File: config.mk
export PLATFORM = sky130hd
export DESIGN_NAME = bayer_frame_ctrl_flat
export DESIGN_NICKNAME = d
export VERILOG_FILES = /design/src/rtl/isp_pkg.sv /design/src/rtl/bayer_frame_ctrl_if.sv /design/src/rtl/frame_pos_cnt.sv /design/src/rtl/bayer_frame_ctrl.sv /design/src/flat_wrapper.sv
export SDC_FILE = /design/constraint.sdc
export NUM_CORES = 1
export LEC_CHECK = 0
export ABC_CLOCK_PERIOD_IN_PS = 5500
export CAP_MARGIN = 15
export CORE_MARGIN = 2
export CORE_UTILIZATION = 55
export DETAILED_ROUTE_END_ITERATION = 10
export GPL_TIMING_DRIVEN = 1
export MAX_ROUTING_LAYER = met4
export PLACE_DENSITY = 0.89
export SETUP_SLACK_MARGIN = 0.5
export SYNTH_ARGS = -nofsm -noshare
export SYNTH_HDL_FRONTEND = slang
export SYNTH_HIERARCHICAL = 1
export SYNTH_SLANG_ARGS = --single-unit
File: constraint.sdc
create_clock -name pixel_clk -period 5.5 [get_ports pixel_clk]
set_clock_uncertainty 0.05 [all_clocks]
set_input_delay 0.55 -clock pixel_clk [delete_from_list [all_inputs] [get_ports pixel_clk]]
set_output_delay 0.55 -clock pixel_clk [all_outputs]
set_load 0.1 [all_outputs]
File: src/rtl/isp_pkg.sv
// ---------------------------------------------------------------------------
// isp_pkg
// Shared definitions for the Bayer front end.
//   bayer_t : colour filter pattern of the sensor, handed to the demosaic
//             datapath (00 BGGR, 01 GBRG, 10 GRBG, 11 RGGB)
//   state_t : frame sequencer states
// ---------------------------------------------------------------------------
package isp_pkg;

    typedef enum logic [1:0] {
        BAYER_BGGR = 2'b00,
        BAYER_GBRG = 2'b01,
        BAYER_GRBG = 2'b10,
        BAYER_RGGB = 2'b11
    } bayer_t;

    typedef enum logic [1:0] {
        IDLE     = 2'b00,
        WAIT_SOF = 2'b01,
        ACTIVE   = 2'b10,
        FLUSH    = 2'b11
    } state_t;

    // The sequencer counts as busy while a frame is in flight.
    function automatic logic state_busy(state_t s);
        return (s == ACTIVE) || (s == FLUSH);
    endfunction

endpackage

File: src/rtl/bayer_frame_ctrl_if.sv
// ---------------------------------------------------------------------------
// bayer_frame_ctrl_if
// Video stream handshake bundle (AXI4-Stream style sideband subset).
//   tvalid : beat valid              (master -> slave)
//   tuser  : start of frame          (master -> slave)
//   tlast  : end of line             (master -> slave)
//   tready : beat accept             (slave -> master)
// The frame controller uses the slave modport on its input side and the
// master modport on its output side.
// ---------------------------------------------------------------------------
interface bayer_frame_ctrl_if;

    logic tvalid;
    logic tuser;
    logic tlast;
    logic tready;

    modport master (
        output tvalid,
        output tuser,
        output tlast,
        input  tready
    );

    modport slave (
        input  tvalid,
        input  tuser,
        input  tlast,
        output tready
    );

endinterface

File: src/rtl/frame_pos_cnt.sv
// ---------------------------------------------------------------------------
// frame_pos_cnt
// Pixel/line position counter pair for the frame sequencer.
//   clk, rst_n    : clock, asynchronous active-low reset
//   restart       : the beat being counted this cycle is pixel 0, line 0
//   step          : count one beat this cycle
//   tlast         : input end-of-line marker for the current beat
//   beat_pixel    : pixel position of the current beat
//   beat_line     : line position of the current beat
//   line_cnt      : raw registered line counter (ignores restart)
//   at_last_pixel : current beat sits on pixel IMG_WIDTH-1
//   line_end      : current beat closes its line (tlast or last pixel)
// ---------------------------------------------------------------------------
module frame_pos_cnt #(
    parameter int IMG_WIDTH = 640,
    parameter int CNT_WIDTH = 12
) (
    input  logic                 clk,
    input  logic                 rst_n,
    input  logic                 restart,
    input  logic                 step,
    input  logic                 tlast,
    output logic [CNT_WIDTH-1:0] beat_pixel,
    output logic [CNT_WIDTH-1:0] beat_line,
    output logic [CNT_WIDTH-1:0] line_cnt,
    output logic                 at_last_pixel,
    output logic                 line_end
);

    localparam logic [CNT_WIDTH-1:0] LAST_PIXEL = CNT_WIDTH'(IMG_WIDTH - 1);

    logic [CNT_WIDTH-1:0] pixel_q;
    logic [CNT_WIDTH-1:0] line_q;

    // A restarting beat is positioned at the frame origin in the same cycle,
    // so the caller sees its true coordinates without waiting for a clear.
    assign beat_pixel    = restart ? '0 : pixel_q;
    assign beat_line     = restart ? '0 : line_q;
    assign line_cnt      = line_q;
    assign at_last_pixel = (beat_pixel == LAST_PIXEL);

    // A line closes either on the input marker or on reaching the last
    // pixel, so a missing or misplaced tlast can never stall the line count.
    assign line_end = tlast | at_last_pixel;

    always_ff @(posedge clk or negedge rst_n) begin
        if (!rst_n) begin
            pixel_q <= '0;
            line_q  <= '0;
        end else if (step) begin
            if (line_end) begin
                pixel_q <= '0;
                line_q  <= beat_line + CNT_WIDTH'(1);
            end else begin
                pixel_q <= beat_pixel + CNT_WIDTH'(1);
                line_q  <= beat_line;
            end
        end
    end

endmodule

File: src/rtl/bayer_frame_ctrl.sv
// ---------------------------------------------------------------------------
// bayer_frame_ctrl
// Frame sequencer between the 3-line window buffer and the demosaic datapath.
// Holds back the first input line while the window primes, appends one
// flush line after the last input line, shadows the Bayer pattern at frame
// boundaries and flags geometry errors.
//   pixel_clk      : sole clock
//   rst_n          : asynchronous active-low reset
//   cfg_enable     : run request, honoured at frame boundaries
//   cfg_bayer_type : requested pattern, latched on the start-of-frame beat
//   err_clr        : pulse clearing the sticky error flags
//   s_axis         : input stream (tvalid/tuser/tlast in, tready out)
//   m_axis         : window beat stream to the datapath (no backpressure)
//   m_flush        : current output beat is a flush beat
//   bayer_type     : shadowed pattern for the datapath
//   line_idx       : output line index of the current beat
//   pixel_idx      : pixel index of the current beat
//   busy           : a frame is in flight (ACTIVE or FLUSH)
//   err_line       : sticky, line length error
//   err_frame      : sticky, start of frame arrived too early
//   frame_cnt      : completed output frames, wrapping
// ---------------------------------------------------------------------------
module bayer_frame_ctrl
    import isp_pkg::*;
#(
    parameter int IMG_WIDTH  = 640,
    parameter int IMG_HEIGHT = 480,
    parameter int CNT_WIDTH  = 12
) (
    input  logic                  pixel_clk,
    input  logic                  rst_n,
    input  logic                  cfg_enable,
    input  logic [1:0]            cfg_bayer_type,
    input  logic                  err_clr,
    bayer_frame_ctrl_if.slave     s_axis,
    bayer_frame_ctrl_if.master    m_axis,
    output logic                  m_flush,
    output logic [1:0]            bayer_type,
    output logic [CNT_WIDTH-1:0]  line_idx,
    output logic [CNT_WIDTH-1:0]  pixel_idx,
    output logic                  busy,
    output logic                  err_line,
    output logic                  err_frame,
    output logic [15:0]           frame_cnt
);

    localparam logic [CNT_WIDTH-1:0] LAST_LINE = CNT_WIDTH'(IMG_HEIGHT - 1);

    state_t               state;
    bayer_t               bayer_q;

    logic                 accept;
    logic                 early_sof;
    logic                 sof_start;
    logic                 frame_beat;
    logic                 err_line_set;
    logic                 last_in_beat;
    logic                 cnt_step;
    logic                 cnt_tlast;

    logic [CNT_WIDTH-1:0] beat_pixel;
    logic [CNT_WIDTH-1:0] beat_line;
    logic [CNT_WIDTH-1:0] line_cnt;
    logic                 at_last_pixel;
    logic                 line_end;

    // Input is stalled only while the flush line is generated.
    assign s_axis.tready = (state != FLUSH);
    assign busy          = state_busy(state);
    assign bayer_type    = bayer_q;

    assign accept = s_axis.tvalid & s_axis.tready;

    // Early start of frame: the raw line counter is used here because the
    // restart decision itself feeds the counter's beat position.
    assign early_sof = (state == ACTIVE) & accept & s_axis.tuser & (line_cnt < LAST_LINE);

    // A new frame starts on tuser while waiting for one, or when an early
    // tuser abandons the frame in progress.
    assign sof_start = accept & s_axis.tuser & cfg_enable &
                       ((state == WAIT_SOF) | early_sof);

    // Beats that belong to a frame: the starting beat plus regular beats.
    assign frame_beat = sof_start | ((state == ACTIVE) & accept & ~early_sof);

    // tlast must coincide exactly with the last pixel of a line.
    assign err_line_set = frame_beat & (s_axis.tlast != at_last_pixel);

    assign last_in_beat = frame_beat & line_end & (beat_line == LAST_LINE);

    // The flush line reuses the pixel counter, which also ends that line.
    assign cnt_step  = frame_beat | (state == FLUSH);
    assign cnt_tlast = s_axis.tlast & (state != FLUSH);

    frame_pos_cnt #(
        .IMG_WIDTH (IMG_WIDTH),
        .CNT_WIDTH (CNT_WIDTH)
    ) u_pos_cnt (
        .clk           (pixel_clk),
        .rst_n         (rst_n),
        .restart       (sof_start),
        .step          (cnt_step),
        .tlast         (cnt_tlast),
        .beat_pixel    (beat_pixel),
        .beat_line     (beat_line),
        .line_cnt      (line_cnt),
        .at_last_pixel (at_last_pixel),
        .line_end      (line_end)
    );

    // Sequencer, error flags and registered output beat. Output beats lag
    // the accepted input beat (or flush cycle) by exactly one clock; input
    // line 0 only primes the window and produces nothing.
    always_ff @(posedge pixel_clk or negedge rst_n) begin
        if (!rst_n) begin
            state         <= IDLE;
            bayer_q       <= BAYER_BGGR;
            m_axis.tvalid <= 1'b0;
            m_axis.tuser  <= 1'b0;
            m_axis.tlast  <= 1'b0;
            m_flush       <= 1'b0;
            line_idx      <= '0;
            pixel_idx     <= '0;
            err_line      <= 1'b0;
            err_frame     <= 1'b0;
            frame_cnt     <= '0;
        end else begin
            m_axis.tvalid <= 1'b0;
            m_axis.tuser  <= 1'b0;
            m_axis.tlast  <= 1'b0;
            m_flush       <= 1'b0;

            // A new error wins over a simultaneous clear.
            if (err_line_set) begin
                err_line <= 1'b1;
            end else if (err_clr) begin
                err_line <= 1'b0;
            end

            if (early_sof) begin
                err_frame <= 1'b1;
            end else if (err_clr) begin
                err_frame <= 1'b0;
            end

            if (frame_beat && (beat_line != '0)) begin
                m_axis.tvalid <= 1'b1;
                m_axis.tuser  <= (beat_line == CNT_WIDTH'(1)) && (beat_pixel == '0);
                m_axis.tlast  <= at_last_pixel;
                line_idx      <= beat_line - CNT_WIDTH'(1);
                pixel_idx     <= beat_pixel;
            end

            case (state)
                IDLE: begin
                    if (cfg_enable) begin
                        state <= WAIT_SOF;
                    end
                end

                WAIT_SOF: begin
                    if (sof_start) begin
                        bayer_q <= bayer_t'(cfg_bayer_type);
                        state   <= ACTIVE;
                    end else if (!cfg_enable) begin
                        state <= IDLE;
                    end
                end

                ACTIVE: begin
                    // cfg_enable is deliberately not checked here so a frame
                    // in flight always completes.
                    if (sof_start) begin
                        bayer_q <= bayer_t'(cfg_bayer_type);
                    end else if (early_sof) begin
                        state <= IDLE;
                    end else if (last_in_beat) begin
                        state <= FLUSH;
                    end
                end

                FLUSH: begin
                    m_axis.tvalid <= 1'b1;
                    m_flush       <= 1'b1;
                    m_axis.tlast  <= at_last_pixel;
                    line_idx      <= LAST_LINE;
                    pixel_idx     <= beat_pixel;
                    if (at_last_pixel) begin
                        frame_cnt <= frame_cnt + 16'd1;
                        state     <= cfg_enable ? WAIT_SOF : IDLE;
                    end
                end

                default: begin
                    state <= IDLE;
                end
            endcase
        end
    end

endmodule

File: src/flat_wrapper.sv
// flat-port wrapper written by rule: the top's interface ports become plain ports
module bayer_frame_ctrl_flat import isp_pkg::*;
#(
    parameter int IMG_WIDTH  = 640,
    parameter int IMG_HEIGHT = 480,
    parameter int CNT_WIDTH  = 12
)
  (pixel_clk, rst_n, cfg_enable, cfg_bayer_type, err_clr, m_flush, bayer_type, line_idx, pixel_idx, busy, err_line, err_frame, frame_cnt, s_axis_tvalid, s_axis_tuser, s_axis_tlast, s_axis_tready, m_axis_tvalid, m_axis_tuser, m_axis_tlast, m_axis_tready);
  bayer_frame_ctrl_if s_axis_i ();
  bayer_frame_ctrl_if m_axis_i ();
  input  logic pixel_clk;
  input  logic rst_n;
  input  logic cfg_enable;
  input  logic [1:0] cfg_bayer_type;
  input  logic err_clr;
  output logic m_flush;
  output logic [1:0] bayer_type;
  output logic [CNT_WIDTH-1:0] line_idx;
  output logic [CNT_WIDTH-1:0] pixel_idx;
  output logic busy;
  output logic err_line;
  output logic err_frame;
  output logic [15:0] frame_cnt;
  input wire logic [$bits(s_axis_i.tvalid)-1:0] s_axis_tvalid;
  input wire logic [$bits(s_axis_i.tuser)-1:0] s_axis_tuser;
  input wire logic [$bits(s_axis_i.tlast)-1:0] s_axis_tlast;
  output wire logic [$bits(s_axis_i.tready)-1:0] s_axis_tready;
  output wire logic [$bits(m_axis_i.tvalid)-1:0] m_axis_tvalid;
  output wire logic [$bits(m_axis_i.tuser)-1:0] m_axis_tuser;
  output wire logic [$bits(m_axis_i.tlast)-1:0] m_axis_tlast;
  input wire logic [$bits(m_axis_i.tready)-1:0] m_axis_tready;
  assign s_axis_i.tvalid = s_axis_tvalid;
  assign s_axis_i.tuser = s_axis_tuser;
  assign s_axis_i.tlast = s_axis_tlast;
  assign s_axis_tready = s_axis_i.tready;
  assign m_axis_tvalid = m_axis_i.tvalid;
  assign m_axis_tuser = m_axis_i.tuser;
  assign m_axis_tlast = m_axis_i.tlast;
  assign m_axis_i.tready = m_axis_tready;
  bayer_frame_ctrl #(.IMG_WIDTH(IMG_WIDTH), .IMG_HEIGHT(IMG_HEIGHT), .CNT_WIDTH(CNT_WIDTH)) u_core (.pixel_clk(pixel_clk), .rst_n(rst_n), .cfg_enable(cfg_enable), .cfg_bayer_type(cfg_bayer_type), .err_clr(err_clr), .s_axis(s_axis_i), .m_axis(m_axis_i), .m_flush(m_flush), .bayer_type(bayer_type), .line_idx(line_idx), .pixel_idx(pixel_idx), .busy(busy), .err_line(err_line), .err_frame(err_frame), .frame_cnt(frame_cnt));
endmodule
==> results.md, run 1 <==
Status:
- The run finished with clean final reports.

Detailed routing:
- The final routed DRC violation total is 0.
- The total iterations of the first detailed-routing run is 5.
- The number of vias in the routed layout is 3550.
- Summed over all layers, the routed wires come to around 10000 um.
- After detailed routing, the number of vias per cell comes to 6.12.
- Once detail routing completed, the nets flagged for antenna violations numbered 0.
- The average routed wire per standard cell is between 15 and 20 um.
- The number of DRC violations after detailed-routing iteration 0 is about 360.

Critical path:
- The register-to-register setup slack is between 800 and 900 ps.
- The critical register-to-register path endpoint is u_core/frame_cnt[9].
- The capturing element type of the critical path is a flip-flop.
- The startpoint-to-endpoint class of the critical path is reg -> reg.
- The worst reg2reg path startpoint is u_core/state[0].
- For the worst flop-to-flop path, the logic depth is 16.
- The largest fanout of any net on the critical path is 21.
- For the worst setup path, the data required time is ~5700 ps.
- STA puts the critical path data arrival time at 4870 ps.
- The worst setup path is launched from a flip-flop.

Floorplan:
- The placeable core area is roughly 7600 sq um.
- During I/O placement, the number of pins put on the boundary was 60.
- The number of placement rows is 32.
- For this configuration, the core starts out at a cell density of 0.557.
- The die is just over 90 um wide.
- Measured along the y axis, the die boundary spans slightly above 90 um.
- The die covers around 8400 sq um.

Finish:
- The repair_antennas step left the layout with diodes totalling 0.
- The proportion of layout cells with a drive suffix above 1 is 0.113.
- Relative to the synthesized area, the layout overhead comes to 20.6%.
- In the layout the commonest cells are sky130_fd_sc_hd__dfrtp_1, sky130_fd_sc_hd__clkdlybuf4s50_1, sky130_fd_sc_hd__nand2_1, sky130_fd_sc_hd__nand3_1, sky130_fd_sc_hd__nor2b_1.
- Summing all non-filler instances in the final layout gives an area of around 5100 sq um.
- In the final design database the tool counted a little under 500 nets.
- The final cell count without fillers is 580.
- The most common cell after layout, fill and taps aside is sky130_fd_sc_hd__dfrtp_1.
- Fill cells in the final layout number 549.

STA:
- The final count of pins violating max slew is 0.
- The smallest clock period supported by the final layout is computed as around 4700 ps.
- The worst max-slew margin expressed relative to the limit is 0.348.
- The total count of hold-check failures in the final report came to 0.
- The worst-margin pin slew is 975 ps.
- Dividing the final minimum period by the clock period gives 0.849.
- Setup violations remaining at the end of the flow were counted as 0.
- The maximum clock frequency is around 0.21 GHz.
- For the final routed database, the setup TNS stands at 0 ps.
- Setup repair after global routing left no endpoint under its margin.

Flow run:
- The max-capacitance violation count is 0.

Power:
- VDD sags by at most approximately 0.00019 V.
- Power comes to 2.40 mW.
- The cell leakage power is ~2.3 nW.
- Dividing total power by cell area gives a power density of around 470 nW/um^2.

CTS:
- The clock tree from TritonCTS is yes.
- In this run, CTS created clock tree buffers numbering 9.
- After clock tree synthesis, the clock-pin slew on the worst setup and hold paths is 100 ps.
- The deepest level of the CTS H-tree is 3.
- The clock insertion delay at the later pin of the skew report is 360 ps.
- The library cell used as clock root buffer is sky130_fd_sc_hd__clkbuf_8.
- The longest clock path from root to sink contains 2 buffers.
- The number of hold buffers added after CTS was 0.
- The number of clock sinks is 74.

Logic synthesis:
- The post-synthesis average cell area is between 10 and 15 sq um.
- The share of the Yosys chip area taken by registers is 0.437.
- Counting every net in the synthesized netlist gives ~440.
- The post-synthesis async set-or-reset flop share is 1.00.
- The post-synthesis cell type count is between 60 and 70.
- The mapped netlist covers 4240 sq um.
- Counting flops with a built-in enable in the synthesized netlist gives 0.
- Synthesis inferred 74 register bits.
- The count of mapped cells out of synthesis is roughly 420.
- The count of synthesis-stage warnings from yosys is 6.
- The most common flop cell mapped by yosys is sky130_fd_sc_hd__dfrtp_1.

Global routing:
- The pin count of the biggest net entering global routing is 75.
- Global routing finished with a remaining overflow of 0.
- The via count of the first global-routing pass is ~3400.
- The number of antenna violations at the first check in global routing is 0.
- The wire length of the first global-routing pass is ~16000 um.
- In the global route stage, overall resource usage came out at 0.247.

Placement:
- The congestion estimate from routability-driven global placement came to approximately 0.94.
- In this run the cell area measured after placement is 4890 sq um.
- The number of placed instances, taps included, is 563.
- The total half-perimeter wirelength after legalization and detailed placement is slightly below 7000 um.
- During placement, the flow inserted port buffers numbering 58.

Min path:
- The kind of path behind the tightest hold check is in -> async.
-- synth_stat cells (5+ instances only) --
| master | instances | area, sq um |
|---|---|---|
| sky130_fd_sc_hd__dfrtp_1 | 74 | 1850 |
| sky130_fd_sc_hd__nor2b_1 | 26 | 163 |
| sky130_fd_sc_hd__o311ai_1 | 6 | 52.6 |
| sky130_fd_sc_hd__xor2_1 | 9 | 78.8 |
| sky130_fd_sc_hd__nor2_1 | 24 | 90.1 |
| sky130_fd_sc_hd__mux2_4 | 8 | 120 |
| sky130_fd_sc_hd__mux2i_1 | 15 | 150 |
| sky130_fd_sc_hd__o2bb2ai_1 | 7 | 61.3 |
| sky130_fd_sc_hd__inv_1 | 17 | 63.8 |
| sky130_fd_sc_hd__nor3_1 | 5 | 25.0 |
| sky130_fd_sc_hd__ha_1 | 12 | 150 |
| sky130_fd_sc_hd__and3_1 | 10 | 62.6 |
| sky130_fd_sc_hd__nand4b_1 | 5 | 43.8 |
| sky130_fd_sc_hd__clkbuf_1 | 9 | 33.8 |
| sky130_fd_sc_hd__nand3_1 | 27 | 135 |
| sky130_fd_sc_hd__a21oi_1 | 9 | 45.0 |
| sky130_fd_sc_hd__nand2_1 | 30 | 113 |
| sky130_fd_sc_hd__o21ai_1 | 7 | 35.0 |
| sky130_fd_sc_hd__o21ai_0 | 5 | 25.0 |
| sky130_fd_sc_hd__nor4_1 | 5 | 31.3 |
| sky130_fd_sc_hd__nand4_1 | 11 | 68.8 |
| sky130_fd_sc_hd__xnor2_1 | 18 | 158 |
| sky130_fd_sc_hd__buf_2 | 5 | 25.0 |
| sky130_fd_sc_hd__mux2_2 | 10 | 113 |
-- power breakdown --
part           leakage (nW)  internal (mW)  total [mW]  switching (mW)
Combinational          1.24          0.374        1.26           0.882
Clock                0.0986          0.176       0.406           0.230
Sequential            0.977          0.646       0.736          0.0895
-- state kept, by name (all words and copies together) (netlist names) --
signal / flops
u_core/frame_cnt: 16
u_core/line_idx: 12
u_core/pixel_idx: 12
u_core/u_pos_cnt/line_cnt: 12
u_core/u_pos_cnt/pixel_q: 12
u_core/bayer_type: 2
u_core/state: 2
u_core/err_frame: 1
u_core/err_line: 1
u_core/m_axis.tlast: 1
u_core/m_axis.tuser: 1
u_core/m_axis.tvalid: 1
u_core/m_flush: 1
-- per-layer routing --
layer | up-vias | GRT usage | wire, um
met1 | 1705 | 0.317 | 4160
li1 | 1628 | - | -
met5 | - | - | 0
met3 | 37 | 0.0403 | 622
met2 | 180 | 0.390 | 4740
met4 | 0 | 0.106 | 341
-- worst max-delay path by stage --
stage,from,end,slack [ps],cells past startpoint
5_1_grt,u_core/state[0],u_core/frame_cnt[9],620,16
2_1_floorplan,u_core/state[0],u_core/frame_cnt[9],1250,19
6_report,u_core/state[0],u_core/frame_cnt[9],830,16
3_3_place_gp,s_axis_tvalid,u_core/pixel_idx[5],690,10
3_5_place_dp,s_axis_tvalid,u_core/pixel_idx[6],540,10
4_1_cts,u_core/state[0],u_core/pixel_idx[7],520,11
-- cell type report --
| cell class | count | area, sq um | share of cell area |
|---|---|---|---|
| clock inverters | 7 | 66.3 | 0.0130 |
| flip-flops and latches | 74 | 1850 | 0.362 |
| multi-input cells | 304 | 2230 | 0.436 |
| clock buffers | 9 | 124 | 0.0242 |
| well taps | 102 | 128 | 0.0250 |
| inverters | 19 | 71.3 | 0.0140 |
| repair buffers | 65 | 641 | 0.125 |
-- critical path, stage by stage, from the launching register on --
cell and delay (ps):
sky130_fd_sc_hd__dfrtp_1 430, sky130_fd_sc_hd__inv_1 130, sky130_fd_sc_hd__ha_1 240, sky130_fd_sc_hd__nor4b_1 530, sky130_fd_sc_hd__o211ai_1 260, sky130_fd_sc_hd__a21oi_4 550
sky130_fd_sc_hd__buf_4 330, sky130_fd_sc_hd__nand2b_1 170, sky130_fd_sc_hd__inv_1 100, sky130_fd_sc_hd__ha_1 270, sky130_fd_sc_hd__and4_1 310, sky130_fd_sc_hd__and4_1 300
sky130_fd_sc_hd__nand2_1 180, sky130_fd_sc_hd__nor2_1 100, sky130_fd_sc_hd__and3_1 270, sky130_fd_sc_hd__and3_1 220, sky130_fd_sc_hd__xor2_1 140
-- logic make-up (layout without fill, tap and decap cells) --
| logic type | count (synthesis) | after routing | synth area share |
|---|---|---|---|
| flip-flops | 74 | 74 | 0.437 |
| AO/OA/AOI/OAI | 63 | 63 | 0.116 |
| XOR/XNOR | 27 | 27 | 0.0558 |
| AND/OR/NAND/NOR | 169 | 169 | 0.226 |
| multiplexers | 33 | 33 | 0.0903 |
| buffers and inverters | 37 | 100 | 0.0387 |
| adder cells (fa/ha/maj) | 12 | 12 | 0.0354 |
-- through the flow --
step / hold WS (ps) / setup slack (ps) / utilization
2_1_floorplan: 204 / 1250 / -
3_3_place_gp: 412 / 686 / 0.643
3_5_place_dp: 428 / 538 / 0.643
4_1_cts: 384 / 516 / 0.668
5_1_grt: 425 / 623 / 0.672
6_report: 346 / 830 / 0.672
-- repair_timing --
item / 4_1_cts / 5_1_grt
buffers inserted: 0 / 1
endpoints found under the setup margin: 0 / 29
resized for setup: 0 / 1
Power figures use the tool's default switching activity.
==> inputs of run 2 (changes only) <==
--- a/config.mk
+++ b/config.mk
@@ -5,7 +5,7 @@
 export SDC_FILE = /design/constraint.sdc
 export NUM_CORES = 1
 export LEC_CHECK = 0
-export ABC_CLOCK_PERIOD_IN_PS = 5500
+export ABC_CLOCK_PERIOD_IN_PS = 4850
 export CAP_MARGIN = 15
 export CORE_MARGIN = 2
 export CORE_UTILIZATION = 55
==> constraint.sdc (replaced) <==
create_clock -name pixel_clk -period 4.85 [get_ports pixel_clk]
set_clock_uncertainty 0.05 [all_clocks]
set_input_delay 0.485 -clock pixel_clk [delete_from_list [all_inputs] [get_ports pixel_clk]]
set_output_delay 0.485 -clock pixel_clk [all_outputs]
set_load 0.1 [all_outputs]
==> run 2 against run 1 <==
  * Combinational power increased by 13%
  * Sequential power increased by 13%
  * Largest power group unchanged
  * Design area is 0.44% higher
  * Total power rose by 13%
  * Critical path depth down 1
  * Register-to-register slack worse by 240 ps
  * Fmax is 9.7% higher
  * Non-clock buffer count increased by 2
  * Sequential cell count stayed put
  * Final cell count is 0.34% higher
==> results.md, run 2 (same netlist as run 1, synthesis figures left out) <==
Detailed routing:
- The via-per-instance ratio was 6.06 (was 6.12).
- The number of antenna-violating nets in the routed design is 0 (unchanged).
- The number of vias in the routed layout is 3526 (was 3550).
- The wire length reported by the detailed router is 9720 um (was 9860 um).
- The total iterations of the first detailed-routing run is 8 (was 5).
- The final routed DRC violation total is 0 (unchanged).
- The number of DRC violations after detailed-routing iteration 0 is 293 (was 355).
- The average routed wire per standard cell was 16.7 um (was 17.0 um).

Global routing:
- The wire length of the first global-routing pass came to 16000 um (was 16400 um).
- The pin count of the biggest net entering global routing came to 75 (unchanged).
- The via count of the first global-routing pass came to 3269 (was 3421).
- The number of antenna violations at the first check in global routing is 0 (unchanged).
- The total congestion overflow is 0 (unchanged).
- The global router's overall resource usage is 0.247 (about the same).

Power:
- The share of total power consumed by net switching is 0.498 (was 0.501).
- The power after layout is 2.71 mW (was 2.40 mW).
- The sequential share of power was 0.308 (was 0.307).
- The maximum ir drop on the vdd rail is 0.000191 V (was 0.000190 V).
- The portion of total power attributed to combinational logic is 0.526 (was 0.524).
- The share of power burned in the clock network is 0.165 (was 0.169).
- The power per cell area is 528 nW/um^2 (was 469 nW/um^2).
- The cell leakage power was 2.32 nW (about the same).
- The cell internal power dissipation came to 1.36 mW (was 1.20 mW).
- The switching power is 1.35 mW (was 1.20 mW).

CTS:
- The library cell used as clock root buffer is sky130_fd_sc_hd__clkbuf_8 (unchanged).
- The deepest level of the CTS H-tree was 3 (unchanged).
- The buffer depth of the longest clock path came to 2 (unchanged).
- The clock insertion delay at the later pin of the skew report is 360 ps (about the same).
- The clock-pin slew reported for the worst setup and hold paths after clock tree synthesis was 90 ps (was 100 ps).
- The number of buffers created by CTS is 9 (unchanged).
- The clock tree from TritonCTS is yes (unchanged).
- The number of clock sinks is 74 (unchanged).
- The count of hold-fix buffers inserted at cts came to 0 (unchanged).

Floorplan:
- The die footprint is 8420 sq um (unchanged).
- The top-level I/O count is 60 (unchanged).
- The die boundary width came to 91.8 um (unchanged).
- The initial core utilization is 0.557 (unchanged).
- The floorplan die height is 91.8 um (unchanged).
- The number of placement rows is 32 (unchanged).
- The placeable core area is 7610 sq um (unchanged).

Finish:
- The largest register by flop count is u_core/frame_cnt (unchanged).
- The flip-flop count of the largest register after layout is 16 (unchanged).
- The antenna diode instance count is 0 (unchanged).
- The final cell count without fillers is 582 (was 580).
- Leading cell types in the layout, fill and taps excluded: sky130_fd_sc_hd__dfrtp_1, sky130_fd_sc_hd__clkdlybuf4s50_1, sky130_fd_sc_hd__nand2_1, sky130_fd_sc_hd__nand3_1, sky130_fd_sc_hd__nor2b_1 (unchanged).
- The proportion of layout cells with a drive suffix above 1 came to 0.119 (was 0.113).
- The total number of nets in the final design is 497 (was 495).
- The layout overhead on the synthesized area was 21.1% (was 20.6%).
- The most common cell after layout, fill and taps aside is sky130_fd_sc_hd__dfrtp_1 (unchanged).
- The final design area excluding fillers is 5130 sq um (was 5110 sq um).

Placement:
- The routability congestion estimate is 0.958 (was 0.936).
- The total half-perimeter wirelength after legalization and detailed placement is 6740 um (was 6760 um).
- The cell area after placement came to 4930 sq um (was 4890 sq um).
- The placed instance count is 566 (was 563).
- The count of port buffers added during placement is 58 (unchanged).

Critical path:
- The capturing element type of the critical path is a flip-flop (unchanged).
- The largest fanout of any net on the critical path is 30 (was 21).
- The startpoint-to-endpoint class of the critical path is reg -> reg (unchanged).
- The data required time at the worst endpoint is 5050 ps (was 5700 ps).
- The critical path data arrival time came to 4460 ps (was 4870 ps).
- The category of the worst setup path launch point is a flip-flop (unchanged).

STA:
- The worst-margin pin slew came to 1000 ps (was 975 ps).
- The total count of hold-check failures in the final report is 0 (unchanged).
- The final setup violation count is 0 (unchanged).
- The worst max-slew margin expressed relative to the limit came to 0.329 (was 0.348).
- The final hold slack is 283 ps (was 346 ps).
- RSZ-0062 raised after global routing: true (was false).
- The final worst-path cycle share is 0.878 (was 0.849).
- The time the worst path needs with I/O delays and setup is 4260 ps (was 4670 ps).
- The final count of pins violating max slew came to 0 (unchanged).
- The final total negative setup slack is 0 ps (unchanged).
- The maximum clock frequency is 0.235 GHz (was 0.214 GHz).

Status:
- Run status: completed (unchanged).

Min path:
- The kind of path behind the tightest hold check is in -> async (unchanged).

Flow run:
- The max-capacitance violation count is 0 (unchanged).
==> run 2: cell types whose count changed in the layout (fill, tap and decap cells not counted), sizes merged <==
cell | before | now
buf | 8 | 10
clkinvlp | 0 | 2
clkinv | 2 | 1
inv | 24 | 23
==> run 2: layer usage <==
layer,track usage,share of wire,vias up
li1,-,-,1624
met1,0.322,0.43,1707
met2,0.382,0.49,175
met3,0.0452,0.063,20
met4,0.103,0.018,0
met5,-,0,-
==> run 2: worst paths after layout <==
path | startpoint | endpoint | slack, ps | cells past startpoint
setup / recovery | u_core/state[0] | u_core/state[1] | 590 | 15
hold / removal | rst_n | u_core/frame_cnt[6] | 280 | 2
setup reg to reg | u_core/state[0] | u_core/state[1] | 590 | 15
hold reg to reg | u_core/frame_cnt[15] | u_core/frame_cnt[15] | 440 | 1
max in group asynchronous | rst_n | u_core/bayer_type[0] | 3870 | 2
min in group pixel_clk | u_core/frame_cnt[15] | u_core/frame_cnt[15] | 440 | 1
==> run 2: worst max-delay path, stage by stage (launching register included) <==
cell,delay [ps]
sky130_fd_sc_hd__dfrtp_1,410
sky130_fd_sc_hd__inv_1,100
sky130_fd_sc_hd__ha_1,260
sky130_fd_sc_hd__nor4b_2,200
sky130_fd_sc_hd__a21oi_1,270
sky130_fd_sc_hd__a21oi_4,150
sky130_fd_sc_hd__buf_12,190
sky130_fd_sc_hd__nor2b_1,310
sky130_fd_sc_hd__ha_1,310
sky130_fd_sc_hd__and4_1,400
sky130_fd_sc_hd__a41oi_4,160
sky130_fd_sc_hd__inv_2,250
sky130_fd_sc_hd__nand4b_1,130
sky130_fd_sc_hd__or3_1,440
sky130_fd_sc_hd__mux2_2,280
sky130_fd_sc_hd__o32ai_1,230
==> run 2: power by group through the flow <==
| stage | logic (mW) | registers, mW | clock network (mW) |
|---|---|---|---|
| 2_1_floorplan | 0.545 | 1.38 | 0 |
| 3_5_place_dp | 1.41 | 0.843 | 0 |
| 4_1_cts | 1.42 | 0.832 | 0.458 |
| 3_3_place_gp | 1.38 | 0.835 | 0 |
| 5_1_grt | 1.51 | 0.851 | 0.490 |
| 6_report | 1.43 | 0.834 | 0.448 |
==> run 2: layout make-up <==
class / count / area [sq um]
Timing Repair Buffer: 67 / 656
Clock inverter: 7 / 61.3
Inverter: 19 / 71.3
Sequential cell: 74 / 1850
Tap cell: 102 / 128
Clock buffer: 9 / 124
Multi-Input combinational cell: 304 / 2240
Fill cell: 555 / 2470
==> run 2: through the flow <==
stage                      util  setup WS (ps)
after floorplan               -            602
after global placement    0.648            640
after detailed placement  0.648            500
after CTS                 0.673            680
after global routing      0.675            414
final                     0.675            594
==> run 2: repair_timing <==
| item | CTS | global route |
|---|---|---|
| gates resized for setup | 1 | 2 |
| buffers inserted | 0 | 0 |
| endpoints found under the setup margin | 4 | 12 |
| pin swaps | 0 | 0 |
==> inputs of run 3 (changes only) <==
--- a/config.mk
+++ b/config.mk
@@ -8,11 +8,11 @@
 export ABC_CLOCK_PERIOD_IN_PS = 4850
 export CAP_MARGIN = 15
 export CORE_MARGIN = 2
-export CORE_UTILIZATION = 55
+export CORE_UTILIZATION = 45
 export DETAILED_ROUTE_END_ITERATION = 10
 export GPL_TIMING_DRIVEN = 1
 export MAX_ROUTING_LAYER = met4
-export PLACE_DENSITY = 0.89
+export PLACE_DENSITY = 0.65
 export SETUP_SLACK_MARGIN = 0.5
 export SYNTH_ARGS = -nofsm -noshare
 export SYNTH_HDL_FRONTEND = slang
==> constraint.sdc (replaced) <==
create_clock -name pixel_clk -period 4.85 [get_ports pixel_clk]
set_clock_uncertainty 0.05 [all_clocks]
set_input_delay 1.2125 -clock pixel_clk [delete_from_list [all_inputs] [get_ports pixel_clk]]
set_output_delay 1.2125 -clock pixel_clk [all_outputs]
set_load 0.1 [all_outputs]
==> run 3 against run 2 <==
  * Worst hold slack improved by 140 ps
  * Total power grew 3.4%
  * Via count down 2.3%
  * Sequential cell count is the same
  * Critical path type is now in -> reg
==> results.md, run 3 (same netlist as run 1, synthesis figures left out) <==
Floorplan:
- The die boundary width is 101 um (was 91.8 um).
- The floorplan die height came to 101 um (was 91.8 um).
- The number of placement rows is 35 (was 32).
- The top-level I/O count is 60 (unchanged).
- The die footprint came to 10200 sq um (was 8420 sq um).
- The initial core utilization is 0.461 (was 0.557).
- The placeable core area is 9200 sq um (was 7610 sq um).

Critical path:
- The critical path data arrival time is 4370 ps (was 4460 ps).
- The startpoint-to-endpoint class of the critical path is in -> reg (was reg -> reg).
- The capturing element type of the critical path is a flip-flop (unchanged).
- The largest fanout of any net on the critical path came to 14 (was 30).
- The register-to-register setup slack is 890 ps (was 590 ps).
- The category of the worst setup path launch point is a primary input (was flip-flop).
- The data required time at the worst endpoint was 5040 ps (was 5050 ps).

CTS:
- The number of buffers created by CTS came to 9 (unchanged).
- The library cell used as clock root buffer is sky130_fd_sc_hd__clkbuf_8 (unchanged).
- The clock tree from TritonCTS is yes (unchanged).
- The number of clock sinks is 74 (unchanged).
- The count of hold-fix buffers inserted at cts is 0 (unchanged).
- The deepest level of the CTS H-tree is 3 (unchanged).
- The clock insertion delay at the later pin of the skew report is 350 ps (was 360 ps).
- The buffer depth of the longest clock path is 2 (unchanged).
- The clock-pin slew reported for the worst setup and hold paths after clock tree synthesis is 90 ps (about the same).

Detailed routing:
- The average routed wire per standard cell is 16.2 um (was 16.7 um).
- The wire length reported by the detailed router is 9770 um (was 9720 um).
- The via-per-instance ratio came to 5.70 (was 6.06).
- The number of DRC violations after detailed-routing iteration 0 is 184 (was 293).
- The number of antenna-violating nets in the routed design came to 0 (unchanged).
- The final routed DRC violation total came to 0 (unchanged).
- The total iterations of the first detailed-routing run is 4 (was 8).
- The number of vias in the routed layout is 3444 (was 3526).

STA:
- The final hold slack is 425 ps (was 283 ps).
- The total count of hold-check failures in the final report is 0 (unchanged).
- The final setup violation count came to 0 (unchanged).
- The final worst-path cycle share was 0.862 (was 0.878).
- RSZ-0062 raised after global routing: false (was true).
- The maximum clock frequency came to 0.239 GHz (was 0.235 GHz).
- The worst-margin pin slew is 990 ps (was 1000 ps).
- The worst max-slew margin expressed relative to the limit is 0.338 (was 0.329).
- The final total negative setup slack is 0 ps (unchanged).
- The final count of pins violating max slew is 0 (unchanged).
- The time the worst path needs with I/O delays and setup is 4180 ps (was 4260 ps).

Finish:
- The antenna diode instance count was 0 (unchanged).
- The layout overhead on the synthesized area was 24.2% (was 21.1%).
- The largest register by flop count is u_core/frame_cnt (unchanged).
- The proportion of layout cells with a drive suffix above 1 is 0.146 (was 0.119).
- The most common cell after layout, fill and taps aside was sky130_fd_sc_hd__dfrtp_1 (unchanged).
- The final cell count without fillers is 604 (was 582).
- The total number of nets in the final design is 510 (was 497).
- Leading cell types in the layout, fill and taps excluded: sky130_fd_sc_hd__dfrtp_1, sky130_fd_sc_hd__clkdlybuf4s50_1, sky130_fd_sc_hd__nand2_1, sky130_fd_sc_hd__nand3_1, sky130_fd_sc_hd__nor2b_1 (unchanged).
- The number of filler cells placed in the layout is 799 (was 555).
- The area of the multi-input gates is 2240 sq um (about the same).
- The area taken by flip-flops and latches is 1850 sq um (unchanged).
- The flip-flop count of the largest register after layout is 16 (unchanged).

Power:
- The cell leakage power is 2.41 nW (was 2.32 nW).
- The power per cell area is 532 nW/um^2 (was 528 nW/um^2).
- The power after layout is 2.80 mW (was 2.71 mW).
- The maximum ir drop on the vdd rail was 0.000214 V (was 0.000191 V).

Flow run:
- The max-capacitance violation count is 0 (unchanged).

Global routing:
- The via count of the first global-routing pass is 3393 (was 3269).
- The wire length of the first global-routing pass is 16700 um (was 16000 um).
- The global router's overall resource usage is 0.212 (was 0.247).
- The total congestion overflow came to 0 (unchanged).
- The pin count of the biggest net entering global routing came to 75 (unchanged).
- The number of antenna violations at the first check in global routing is 0 (unchanged).

Placement:
- The routability congestion estimate is 0.862 (was 0.958).
- The count of port buffers added during placement is 58 (unchanged).
- The total half-perimeter wirelength after legalization and detailed placement is 7100 um (was 6740 um).
- The placed instance count came to 588 (was 566).

Status:
- Run status: completed (unchanged).

Min path:
- The kind of path behind the tightest hold check is reg -> reg (was in -> async).
## run 3: cell types whose count changed in the layout (fill, tap and decap cells not counted), sizes merged
| cell | delta |
|---|---|
| buf | +14 |
| bufinv | +2 |
| clkinv | +2 |
| clkinvlp | -2 |
| inv | -2 |
| clkdlybuf4s50 | -1 |
## run 3: timing repair
| action | in CTS | in global routing |
|---|---|---|
| endpoints found under the setup margin | 0 | 12 |
| buffers inserted | 0 | 0 |
| gates resized for setup | 0 | 1 |
## run 3: final timing paths
path	from	to	cells after the start
setup / recovery	s_axis_tvalid	u_core/pixel_idx[5]	12
hold / removal	u_core/frame_cnt[15]	u_core/frame_cnt[15]	1
setup reg to reg	u_core/state[0]	u_core/pixel_idx[5]	13
hold reg to reg	u_core/frame_cnt[15]	u_core/frame_cnt[15]	1
max in group asynchronous	rst_n	u_core/line_idx[8]	1
min in group asynchronous	rst_n	u_core/frame_cnt[5]	1
## run 3: stage by stage
stage	area, sq um	util	setup slack (ps)
after floorplan	4250	-	529
after global placement	5030	0.547	332
after detailed placement	5030	0.547	350
after CTS	5260	0.572	699
after global routing	5270	0.573	515
final	5270	0.573	670
## run 3: layer usage
| metal | up-vias | GRT usage | part of all wire |
|---|---|---|---|
| met5 | - | - | 0 |
| met4 | 0 | 0.0644 | 0.014 |
| met3 | 12 | 0.0395 | 0.045 |
| met2 | 96 | 0.328 | 0.47 |
| met1 | 1686 | 0.284 | 0.47 |
| li1 | 1650 | - | - |
## run 3: layout make-up
| cell class | count | share of cell area |
|---|---|---|
| Clock buffer | 9 | 0.0235 |
| Clock inverter | 7 | 0.0190 |
| Tap cell | 111 | 0.0264 |
| Multi-Input combinational cell | 304 | 0.425 |
| Sequential cell | 74 | 0.352 |
| Inverter | 19 | 0.0135 |
| Timing Repair Buffer | 80 | 0.141 |
## run 3: power breakdown
part | internal (mW) | switching, mW | leakage, nW | total [mW]
clock network | 0.294 | 0.245 | 0.114 | 0.539
logic | 0.443 | 0.985 | 1.32 | 1.43
registers | 0.733 | 0.0992 | 0.977 | 0.832
total | 1.47 | 1.33 | 2.41 | 2.80
## run 3: worst max-delay path: stages
cell and delay (ps):
sky130_fd_sc_hd__clkdlybuf4s50_1 480, sky130_fd_sc_hd__nor2b_2 150, sky130_fd_sc_hd__nand3_1 130, sky130_fd_sc_hd__a21oi_4 370
sky130_fd_sc_hd__buf_4 250, sky130_fd_sc_hd__nor2b_1 130, sky130_fd_sc_hd__nor2_1 270, sky130_fd_sc_hd__nand4b_1 180
sky130_fd_sc_hd__or2_4 290, sky130_fd_sc_hd__a211oi_4 250, sky130_fd_sc_hd__buf_4 280, sky130_fd_sc_hd__mux2_2 360
